## src/rtl/huffman_pkg.sv

```systemverilog
// Shared types and widths for the Huffman stream controller and its bit packer.
// Latency: n/a (declarations only).
// Backpressure: n/a.
package huffman_pkg;

   localparam int ASCII_W = 7;
   localparam int CODE_W  = 10;
   localparam int LEN_W   = 4;
   localparam int ACC_W   = 17;
   localparam int CNT_W   = 5;

   typedef enum logic [2:0] {
      IDLE      = 3'd0,
      REQ       = 3'd1,
      WAIT_CODE = 3'd2,
      ACK       = 3'd3,
      WAIT_CLR  = 3'd4,
      FLUSH     = 3'd5
   } ctrl_state_t;

   // A code length is usable only if it is non-zero and fits the code field.
   function automatic logic len_legal(input logic [LEN_W-1:0] len, input int max_len);
      return (len != '0) && (int'(len) <= max_len);
   endfunction

endpackage

```

## src/rtl/huffman_bit_packer.sv

```systemverilog
// Packs variable-length codes MSB-first into a bit accumulator and emits bytes.
// Latency: a byte is presented one cycle after 8 or more bits are pending.
// Backpressure: out_byte holds while out_valid && !out_ready; bits stay pending.
module huffman_bit_packer
   import huffman_pkg::*;
(
   input  logic              clk,
   input  logic              reset,
   input  logic              append,
   input  logic [CODE_W-1:0] code,
   input  logic [LEN_W-1:0]  len,
   input  logic              flush_emit,
   output logic              flush_ok,
   output logic [7:0]        out_byte,
   output logic              out_valid,
   input  logic              out_ready,
   output logic [CNT_W-1:0]  bits_pending
);

   // Valid bits live right-aligned in acc[bits_pending-1:0]; the oldest bit is the
   // highest of them. Bits above that window are stale and are never read.
   logic [ACC_W-1:0] acc;
   logic [ACC_W-1:0] acc_nxt;
   logic [ACC_W-1:0] code_mask;
   logic [CNT_W-1:0] cnt_nxt;
   logic [7:0]       byte_nxt;
   logic             out_free;
   logic             full_emit;
   logic             part_emit;

   assign out_free  = !out_valid || out_ready;
   assign full_emit = (bits_pending >= CNT_W'(8)) && out_free;
   assign part_emit = flush_emit && (bits_pending != '0);
   assign flush_ok  = (bits_pending < CNT_W'(8)) && out_free;
   assign code_mask = (ACC_W'(1) << len) - ACC_W'(1);

   // Next accumulator/count: remove an emitted byte, then append the new code.
   always_comb begin
      cnt_nxt = bits_pending;
      acc_nxt = acc;
      if (full_emit)
         cnt_nxt = bits_pending - CNT_W'(8);
      if (part_emit)
         cnt_nxt = '0;
      if (append) begin
         cnt_nxt = cnt_nxt + CNT_W'(len);
         acc_nxt = (acc << len) | (ACC_W'(code) & code_mask);
      end
   end

   // Byte to emit: top 8 pending bits, or the short remainder left-aligned with zero fill.
   always_comb begin
      if (part_emit)
         byte_nxt = 8'(acc << (CNT_W'(8) - bits_pending));
      else
         byte_nxt = 8'(acc >> (bits_pending - CNT_W'(8)));
   end

   // Accumulator and pending-bit count.
   always_ff @(posedge clk) begin
      if (reset) begin
         acc          <= '0;
         bits_pending <= '0;
      end else begin
         acc          <= acc_nxt;
         bits_pending <= cnt_nxt;
      end
   end

   // Output byte register with valid/ready hold.
   always_ff @(posedge clk) begin
      if (reset) begin
         out_byte  <= '0;
         out_valid <= 1'b0;
      end else if (full_emit || part_emit) begin
         out_byte  <= byte_nxt;
         out_valid <= 1'b1;
      end else if (out_ready) begin
         out_valid <= 1'b0;
      end
   end

endmodule

```

## src/rtl/huffman_stream_ctrl.sv

```systemverilog
// Sequences characters through the Huffman coder and packs the codes into bytes.
// Latency: accept at cycle 0, coder request at 1, next accept at cycle 8 at the earliest.
// Backpressure: in_ready drops while a symbol is in flight or 8+ bits are pending.
module huffman_stream_ctrl
   import huffman_pkg::*;
#(
   parameter int TIMEOUT = 16,
   parameter int MAX_LEN = 10
) (
   input  logic               clk,
   input  logic               reset,
   input  logic [ASCII_W-1:0] in_ascii,
   input  logic               in_valid,
   output logic               in_ready,
   input  logic               flush,
   output logic               flush_done,
   output logic [ASCII_W-1:0] coder_ascii,
   output logic               coder_valid,
   output logic               coder_load,
   input  logic [CODE_W-1:0]  coder_code,
   input  logic [LEN_W-1:0]   coder_len,
   input  logic               coder_valid_out,
   output logic [7:0]         out_byte,
   output logic               out_valid,
   input  logic               out_ready,
   output logic               err_len,
   output logic               err_timeout,
   output logic [CNT_W-1:0]   bits_pending
);

   localparam int TMO_W = $clog2(TIMEOUT + 1);

   ctrl_state_t      state;
   logic [TMO_W-1:0] tmo_cnt;
   logic             tmo_hit;
   logic             legal;
   logic             append;
   logic             flush_ok;
   logic             flush_emit;

   assign legal       = len_legal(coder_len, MAX_LEN);
   assign tmo_hit     = (tmo_cnt == TMO_W'(TIMEOUT - 1));
   assign in_ready    = (state == IDLE) && (bits_pending < CNT_W'(8)) && !flush;
   assign coder_valid = (state == REQ);
   assign coder_load  = (state == ACK);
   assign append      = (state == WAIT_CODE) && coder_valid_out && legal;
   assign err_len     = (state == WAIT_CODE) && coder_valid_out && !legal;
   assign err_timeout = (state == WAIT_CODE) && !coder_valid_out && tmo_hit;
   assign flush_emit  = (state == FLUSH) && flush_ok;
   assign flush_done  = flush_emit;

   // Symbol sequencer: one character in flight, coder handshake, flush handling.
   always_ff @(posedge clk) begin
      if (reset) begin
         state       <= IDLE;
         coder_ascii <= '0;
         tmo_cnt     <= '0;
      end else begin
         case (state)
            IDLE: begin
               if (flush)
                  state <= FLUSH;
               else if (in_valid && in_ready) begin
                  coder_ascii <= in_ascii;
                  state       <= REQ;
               end
            end
            REQ: begin
               tmo_cnt <= '0;
               state   <= WAIT_CODE;
            end
            WAIT_CODE: begin
               if (coder_valid_out)
                  state <= ACK;
               else if (tmo_hit)
                  state <= IDLE;
               else
                  tmo_cnt <= tmo_cnt + TMO_W'(1);
            end
            ACK:      state <= WAIT_CLR;
            // Hold off until the coder drops valid_out so it is not reread as a new result.
            WAIT_CLR: if (!coder_valid_out) state <= IDLE;
            FLUSH:    if (flush_ok) state <= IDLE;
            default:  state <= IDLE;
         endcase
      end
   end

   huffman_bit_packer u_packer (
      .clk          (clk),
      .reset        (reset),
      .append       (append),
      .code         (coder_code),
      .len          (coder_len),
      .flush_emit   (flush_emit),
      .flush_ok     (flush_ok),
      .out_byte     (out_byte),
      .out_valid    (out_valid),
      .out_ready    (out_ready),
      .bits_pending (bits_pending)
   );

endmodule

```

## config.mk

```make
export PLATFORM = sky130hd
export DESIGN_NAME = huffman_stream_ctrl
export DESIGN_NICKNAME = d
export VERILOG_FILES = /design/src/rtl/huffman_pkg.sv /design/src/rtl/huffman_bit_packer.sv /design/src/rtl/huffman_stream_ctrl.sv
export SDC_FILE = /design/constraint.sdc
export NUM_CORES = 1
export LEC_CHECK = 0
export ABC_AREA = 1
export CAP_MARGIN = 0
export CORE_MARGIN = 1.5
export CORE_UTILIZATION = 25
export CTS_BUF_LIST = sky130_fd_sc_hd__clkbuf_16
export DETAILED_ROUTE_END_ITERATION = 6
export RECOVER_POWER = 25
export SETUP_SLACK_MARGIN = 0.3
export SLEW_MARGIN = 20
export SYNTH_ARGS = -nofsm -noshare
export SYNTH_HDL_FRONTEND = slang
export SYNTH_SLANG_ARGS = --single-unit
export TNS_END_PERCENT = 50
```

## constraint.sdc

```tcl
create_clock -name clk -period 3.3 [get_ports clk]
set_clock_uncertainty 0.05 [all_clocks]
set_input_delay 0.825 -clock clk [delete_from_list [all_inputs] [get_ports clk]]
set_output_delay 0.825 -clock clk [all_outputs]
set_load 0.05 [all_outputs]
```

* After elaboration in Yosys (flattened, before gate mapping)
Cells that the tools add are included.
** Storage, ports and cells
- Flip-flop bits (word level) :: 46
- Output and inout port bits :: 27
- Word-level logic and storage cells :: 77
** Cells by class
- $add $sub $neg :: 5
- Order comparisons :: 3
- Equality and inequality tests :: 12
- Shift operators :: 4
- Muxes and demuxes :: 16
- Bitwise gates (word level) :: 3
- Reduce and logical (&&, ||, !) cells :: 27
** Operators by type and width (count)
- 2-to-1 mux 5 bit :: 5
- 2-to-1 mux 3 bit :: 6
- one-hot mux 3 bit (6 select lines) :: 1
- AND 10 x 17 -> 17 bit :: 1
- bitwise OR 17 bit :: 1
- << shifter 1 x 4 -> 17 bit (first input constant) :: 1
- << shifter 17 x 4 -> 17 bit :: 1
- << shifter 17 x 5 -> 8 bit :: 1
- right shift 17 x 5 -> 8 bit :: 1
- subtractor 17 x 2 -> 17 bit (second input constant) :: 1
- logical AND 1 bit :: 13
- one-hot mux 5 bit (2 select lines) :: 1
- 2-to-1 mux 8 bit :: 1
- != test 2 bit (second input constant) :: 4
- equality test 3 x 2 -> 1 bit (second input constant) :: 2
- equality test 3 bit (second input constant) :: 2
- AND reduction 3 bit :: 2
- adder 5 x 1 -> 5 bit (second input constant) :: 1
- adder 5 x 4 -> 5 bit :: 1
- equality test 5 x 4 -> 1 bit (second input constant) :: 1
- greater-or-equal comparator 5 x 4 -> 1 bit (second input constant) :: 1
- less-than comparator 5 x 4 -> 1 bit (second input constant) :: 1
- nonzero test 5 bit :: 1
- subtractor 4 x 5 -> 5 bit (first input constant) :: 1
- other kinds (13) :: 19

* Depth between registers and ports, before layout
Gate-level depths: netlist of run 1.
- Depth after elaboration :: 8
- Depth in mapped cells :: 17

* By module
A second synthesis of run 1 with hierarchy kept.
** Unflattened totals
- Cell total of the unflattened synthesis :: 667
- Area, all modules :: 3985.1 um^2
** Modules (own cells, without submodules)
- huffman_bit_packer :: instances 1, cells each 547, area each 3144.3 um^2, sequential area each 620.6 um^2
- huffman_stream_ctrl :: instances 1, cells each 120, area each 840.8 um^2, sequential area each 300.3 um^2

* Least setup slack after synthesis of run 1
Ideal clock, no wire load.
- Path kind :: register to register
- Start point :: register u_packer.bits_pending[3]
- End point :: register u_packer.bits_pending[4]
- Data arrival time :: 3.013 ns
- Required time :: 3.137 ns
- Setup slack :: 0.124 ns
- Stages on the path, launching flop included :: 17
- Buffers on the path :: 2
- Cells stage by stage :: dfxtp_1 buf_4 inv_2 buf_1 ha_1 nand2_1 nor2_2 nand2_2 nand3_1 inv_1 ha_1 a21oi_1 o21ai_0 nand2_1 nand2_1 nand2_1 nor2_1
** Between the ends
- Longest elaborated chain between the ends :: 7
- Elaborated cells between the ends (all ways) :: 12
- Classes of those cells :: 2 x add/sub; 2 x order compare; 3 x mux; 5 x reduce/logical
** RTL lines
- from (decl) :: RTL line huffman_bit_packer.sv:17 : output logic [CNT_W-1:0] bits_pending
- from (signal assigned) :: RTL line huffman_bit_packer.sv:66 : bits_pending <= cnt_nxt;
- less-than comparator 5 x 4 -> 1 bit * :: RTL line huffman_bit_packer.sv:34 : assign flush_ok = (bits_pending < CNT_W'(8)) && out_free;
- logical AND 1 bit * :: RTL line huffman_bit_packer.sv:34
- logical AND 1 bit * :: RTL line huffman_stream_ctrl.sv:49 : assign flush_emit = (state == FLUSH) && flush_ok;
- net flush_done :: RTL line huffman_stream_ctrl.sv:16 : output logic flush_done,
- logical AND 1 bit * :: RTL line huffman_bit_packer.sv:33 : assign part_emit = flush_emit && (bits_pending != '0);
- 2-to-1 mux 5 bit * :: RTL line huffman_bit_packer.sv:43 : if (part_emit)
- adder 5 x 4 -> 5 bit :: RTL line huffman_bit_packer.sv:46 : cnt_nxt = cnt_nxt + CNT_W'(len);
- 2-to-1 mux 5 bit * :: RTL line huffman_bit_packer.sv:45 : if (append) begin
The timed path passes the listed nets; every way through them passes the cells marked *.
A chain may end at the register's enable or synchronous reset.

* Final worst setup path of run 1
- Start point :: input port out_ready
- End point :: register u_packer.bits_pending[4]
** Between the ends
- Longest elaborated chain between the ends :: 7
- Elaborated cells between the ends (all ways) :: 9
- Classes of those cells :: 1 x add/sub; 3 x mux; 5 x reduce/logical
** RTL lines
- from (decl) :: RTL line huffman_stream_ctrl.sv:25 : input logic out_ready,
- logical OR 1 bit * :: RTL line huffman_bit_packer.sv:31 : assign out_free = !out_valid || out_ready;
- logical AND 1 bit :: RTL line huffman_bit_packer.sv:34
- logical AND 1 bit :: RTL line huffman_stream_ctrl.sv:49
- logical AND 1 bit :: RTL line huffman_bit_packer.sv:33
- 2-to-1 mux 5 bit * :: RTL line huffman_bit_packer.sv:43
- adder 5 x 4 -> 5 bit :: RTL line huffman_bit_packer.sv:46
- 2-to-1 mux 5 bit * :: RTL line huffman_bit_packer.sv:45
Mark *: on every way between the ends. The rest lies on a longest branch, timed or not.

==> impl_metrics.py, run 1 <==
metrics = {
    "setup_path": {
        "critPathSlowestCell": "dlygate4sd3_1",
        "critPathKind": "in -> reg",
        "crit_family": "simple AND/OR/NAND/NOR gates",
        "rr_worst_depth": 16,
        "timing.critical_path.mode_cell": "nand2_1",
        "worstPathRequired_ps": 3490,
        "critPathCaptureType": "register",
        "rrSetupSlack_ps": 630,
        "crit_buf_inv": 4,
        "reg2reg_from": "u_packer.bits_pending[0]",
        "rr_endpoint": "u_packer.bits_pending[4]",
        "crit_chain": "dlygate4sd3_1, inv_1, nand2_1, nand2_1, nor2_4, nand2_2, inv_1, nor2_1, ha_1, inv_1, fa_1, o21ai_0, nand2_1, nand2_1, nand2_1, nor2_1",
        "slowest_delay_ps": 530,
        "worst-endpoint-arrival_ps": 3090,
        "crit_path_start_kind": "primary input",
        "path_max_fanout": 4,
    },
    "run_status": {
        "status": "completed",
    },
    "logic_synthesis": {
        "syn-mean-instance-area_sq_um": 5.71,
        "ys_ff_latch": 46,
        "ys_seq_area_frac": 0.236,
        "yosysTopAreaCellShare": 0.236,
        "synth_cell_type_count": 37,
        "synthesis.nets": 720,
        "yosysWarnings": 0,
        "yosysTopAreaCell": "dfxtp_1",
        "netlist_area_sq_um": 3900,
        "synthTopCellsByArea": "dfxtp_1, nand2_1, nand3_1",
        "synthCells": 683,
    },
    "cts": {
        "cts_hold_buf": 0,
        "clk_path_buf_depth": 2,
        "cts_tree": "done",
        "clock_sinks": 46,
        "clockRootBuffer": "clkbuf_16",
        "insertion_delay_ps": 300,
        "path_clk_slew_ps": 70,
        "ctsHtreeMaxLevel": 2,
        "cts_buffers": 5,
        "cts_setup_buffers": 0,
    },
    "job": {
        "drv_cap": 0,
    },
    "placement": {
        "io_buffers": 53,
        "hpwl_um": 9490,
        "place_congestion": 0.934,
        "dp_slack_ps": 168,
    },
    "sta": {
        "slew_violations": 0,
        "fmax_mhz": 345,
        "finalCriticalPeriod_ps": 2900,
        "fin_setup_tns_ps": 0,
        "period_share": 0.877,
        "max_slew_margin": 0.516,
        "rsz0062_at_grt": "false",
        "worstMarginPinSlew_ps": 726,
        "fin_ws_ps": 405,
        "hold_violations": 0,
        "finalSetupViolations": 0,
    },
    "hold_path": {
        "hold_class": "reg -> reg",
        "hold_depth": 2,
        "hold_end": "tmo_cnt[0]",
        "worstHoldStart": "tmo_cnt[0]",
    },
    "routing": {
        "met2_length_um": 5630,
        "postRouteAntennaNets": 0,
        "wl_met1_um": 5630,
        "num_vias": 4437,
        "viasPerCell": 4.81,
        "dr.pass1.iters": 5,
        "wl_met3_um": 584,
        "finalWirelength_um": 12200,
        "drc": 0,
        "dr.first_iter.drc_count": 284,
        "routed.top_layer": "met4",
        "routedWlPerCell_um": 13.2,
    },
    "global_route": {
        "first_global_vias": 4262,
        "grt_pass1_wl_um": 20700,
        "overflow": 0,
        "grtUsageTotal": 0.156,
        "antenna_found_initial": 0,
        "grt_max_degree": 34,
    },
    "floorplanning": {
        "die_area_sq_um": 16300,
        "io_pins": 54,
        "floorplan.initialDensity": 0.256,
        "fp.dieH_um": 128,
        "rows": 45,
        "coreArea_sq_um": 15200,
        "die_w_um": 128,
    },
    "layout": {
        "drive_gt1_frac": 0.0831,
        "antenna_cells": 0,
        "area_growth_syn_to_layout_pct": 24.0,
        "fill_cells": 1752,
        "nNetsFinal": 770,
    },
    "power_and_ir_drop": {
        "max-vdd-ir-drop_mv": 0.331,
        "p_per_area_nw_per_um2": 591,
        "leakagePower_uw": 0.00216,
    },
}
[cells in the final DEF (no fill, tap or decap), drive strengths merged, types with 2 or more instances in the layout]
cell type,instances
nand2,216
clkbuf,7
xor2,3
dfxtp,46
clkdlybuf4s50,44
nand3,81
a21boi,2
ha,9
a31oi,6
dlymetal6s2s,2
o21ai,69
o22ai,4
and2,2
nor2,80
or2,4
a21oi,40
dlygate4sd3,2
buf,20
inv,77
nor3,13
[cell families after synthesis]
family / Yosys count / synth area share
adders and majority gates: 10 / 0.0340
xor gates and xnor gates: 3 / 0.00674
AOI/OAI and AO/OA: 124 / 0.167
buffers and inverters: 103 / 0.116
muxes: 1 / 0.00257
and+or+nand+nor: 396 / 0.437
DFF: 46 / 0.236
[metrics by stage]
| step | utilization | std cells | instance area [sq um] | hold WS, ps | total power, uW |
|---|---|---|---|---|---|
| floorplan | - | 683 | 3900 | 407 | 1890 |
| global placement | 0.308 | 914 | 4680 | 427 | 2320 |
| detailed placement | 0.308 | 914 | 4680 | 433 | 2320 |
| CTS | 0.318 | 922 | 4830 | 444 | 2870 |
| global route | 0.318 | 922 | 4830 | 468 | 3090 |
| finish | 0.318 | 922 | 4830 | 440 | 2860 |
[report_power, final]
group	switching [uW]	total, uW	internal, uW
Clock	254	543	290
Combinational	1030	1530	506
Sequential	107	779	672
[flip-flops by register name, indices dropped and copies added, names as in the netlist]
| name | flops |
|---|---|
| u_packer.acc | 17 |
| u_packer.out_byte | 8 |
| coder_ascii | 7 |
| tmo_cnt | 5 |
| u_packer.bits_pending | 5 |
| state | 3 |
| u_packer.out_valid | 1 |
[final cells by class]
class | count | area (sq um) | share of cell area
Sequential cell | 46 | 922 | 0.191
Tap cell | 188 | 235 | 0.0487
Clock inverter | 3 | 26.3 | 0.00544
Timing Repair Buffer | 71 | 703 | 0.145
Clock buffer | 5 | 125 | 0.0259
Inverter | 75 | 287 | 0.0593
Multi-Input combinational cell | 534 | 2530 | 0.524
[worst register-to-register path: cells and delay by family, from the launching register on]
kind	cells	cell delay, ps
flops	1	320
buf+inv	4	380
compound gates	1	200
simple gates	8	810
fa+ha+maj	3	850
[Yosys cell counts (all sizes together)]
| cell | count |
|---|---|
| o22ai | 4 |
| a21boi | 2 |
| clkbuf | 7 |
| o31ai | 1 |
| inv | 74 |
| or2 | 4 |
| o211a | 1 |
| a31oi | 6 |
| dfxtp | 46 |
| xor2 | 3 |
| o21ai | 69 |
| ha | 9 |
| nand3 | 81 |
| nor2 | 80 |
| fa | 1 |
| clkinv | 1 |
| and2 | 2 |
| nor3 | 13 |
| buf | 21 |
| mux2i | 1 |
| o211ai | 1 |
| a21oi | 40 |
| nand2 | 216 |
[how the worst max path moves through the flow]
stage	to	cells past startpoint	from	slack [ps]
4_1_cts	err_len	8	coder_len[1]	310
6_report	u_packer.bits_pending[4]	16	out_ready	400
3_5_place_dp	err_len	8	coder_len[2]	170
3_3_place_gp	err_len	8	coder_len[2]	160
5_1_grt	u_packer.bits_pending[4]	16	out_ready	170
2_1_floorplan	err_len	6	coder_len[3]	360
[metal layers]
layer | vias up | global-route usage
met5 | - | 0
li1 | 2308 | -
met4 | 0 | 0.0628
met1 | 1985 | 0.202
met2 | 119 | 0.262
met3 | 25 | 0.0225
[timing repair]
| action | in CTS | in global routing |
|---|---|---|
| pin swaps | 0 | 0 |
| gates resized for setup | 3 | 2 |
| endpoints found under the setup margin | 1 | 1 |
(Power assumes the default switching activity.)
==> run 2, diff against run 1 <==
Settings changed: PLACE_DENSITY from default to 0.55.
Clock period 3.3 ns to 2.6 ns, I/O delays scaled along.
==> run 2 against run 1 <==
Cell area rose by 6.8%. Sequential cell count unchanged. Register-to-register slack lost 280 ps. Hold slack gained 12 ps. Highest routed layer unchanged.
==> impl_metrics.py, run 2 (synthesized netlist as in run 1, its figures left out) <==
metrics = {
    "setup_path": {
        "crit_path_start_kind": "primary input",
        "rr_worst_depth": 15,
        "path_max_fanout": 3,
        "worstPathRequired_ps": 1900,
        "worst-endpoint-arrival_ps": 1730,
        "critPathKind": "in -> out",
        "critPathCaptureType": "output port",
    },
    "sta": {
        "fmax_mhz": 411,
        "slew_violations": 0,
        "hold_violations": 0,
        "period_share": 0.935,
        "rsz0062_at_grt": "true",
        "finalCriticalPeriod_ps": 2430,
        "max_slew_margin": 0.597,
        "finalSetupViolations": 0,
        "worstMarginPinSlew_ps": 602,
    },
    "layout": {
        "area_growth_syn_to_layout_pct": 32.5,
        "largestRegisters": "u_packer.acc (17), u_packer.out_byte (8), coder_ascii (7)",
        "antenna_cells": 0,
        "final_cell_mix": "nand2_1, nand3_1, nor2_1",
        "instances_no_fill": 953,
        "largest_reg_flops": 17,
        "final_core_util": 0.340,
        "drive_gt1_frac": 0.141,
        "layout_commonest_cell": "nand2_1",
        "top_register": "u_packer.acc",
        "nNetsFinal": 801,
        "fill_cells": 1738,
    },
    "placement": {
        "hpwl_um": 10000,
        "io_buffers": 53,
        "place_congestion": 0.892,
        "dp_cells": 942,
    },
    "cts": {
        "clock_sinks": 46,
        "cts_hold_buf": 0,
        "ctsHtreeMaxLevel": 2,
        "clockRootBuffer": "clkbuf_16",
        "cts_buffers": 5,
        "cts_tree": "done",
        "clk_path_buf_depth": 2,
        "path_clk_slew_ps": 70,
        "insertion_delay_ps": 290,
    },
    "global_route": {
        "grt_max_degree": 23,
        "antenna_found_initial": 0,
        "grt_pass1_wl_um": 21200,
        "grtUsageTotal": 0.161,
        "overflow": 0,
        "first_global_vias": 4311,
    },
    "routing": {
        "postRouteAntennaNets": 0,
        "finalWirelength_um": 12800,
        "dr.pass1.iters": 5,
        "dr.first_iter.drc_count": 246,
        "viasPerCell": 4.73,
        "routedWlPerCell_um": 13.5,
        "num_vias": 4505,
        "drc": 0,
    },
    "floorplanning": {
        "rows": 45,
        "floorplan.initialDensity": 0.256,
        "io_pins": 54,
        "die_area_sq_um": 16300,
        "fp.dieH_um": 128,
        "die_w_um": 128,
        "coreArea_sq_um": 15200,
    },
    "run_status": {
        "status": "completed",
    },
    "power_and_ir_drop": {
        "leakagePower_uw": 0.00237,
        "p_per_area_nw_per_um2": 736,
        "finalPower_uw": 3800,
        "max-vdd-ir-drop_mv": 0.331,
    },
    "hold_path": {
        "hold_depth": 1,
        "hold_class": "reg -> reg",
    },
    "job": {
        "drv_cap": 0,
    },
}
-- run 2: path summary, 6_finish.rpt --
check / start / endpoint / slack [ps]
hold / removal: tmo_cnt[4] / tmo_cnt[4] / 450
hold reg to reg: tmo_cnt[4] / tmo_cnt[4] / 450
setup reg to reg: u_packer.bits_pending[0] / u_packer.bits_pending[4] / 350
setup / recovery: flush / in_ready / 170
-- run 2: stage by stage --
stage	setup WS (ps)	instance area (sq um)	TNS [ps]	hold slack, ps
floorplan	8.61	4000	0	407
global placement	-112	4970	-260	427
detailed placement	-94.2	4970	-286	432
CTS	208	5140	0	443
global route	128	5160	0	495
finish	169	5160	0	452
-- run 2: final cells by class --
cell class	count	area [sq um]	area share
Multi-Input combinational cell	534	2580	0.500
Timing Repair Buffer	102	946	0.183
Sequential cell	46	933	0.181
Inverter	75	302	0.0584
Tap cell	188	235	0.0456
Clock buffer	6	150	0.0291
Clock inverter	2	13.8	0.00267
-- run 2: what timing repair did --
action	4_1_cts	5_1_grt
pin swaps	4	8
setup buffers	0	3
setup endpoints to repair	11	8
gates resized for setup	13	20
-- run 2: metal layers --
layer  GRT usage  vias up  wire, um
met5           0        -         0
met4      0.0516        0       239
met3      0.0280       21       662
met2       0.269      105      5910
met1       0.210     2004      6010
li1            -     2375         -
-- run 2: critical path: stages --
cell and delay [ps]:
dlygate4sd3_1 560, inv_1 60, nand2_1 80, nor2_1 210
buf_12 170
-- run 2: power by group --
| group | internal [uW] | total (uW) | switching [uW] |
|---|---|---|---|
| clock | 417 | 704 | 287 |
| sequential | 858 | 1010 | 147 |
| combinational | 747 | 2090 | 1340 |
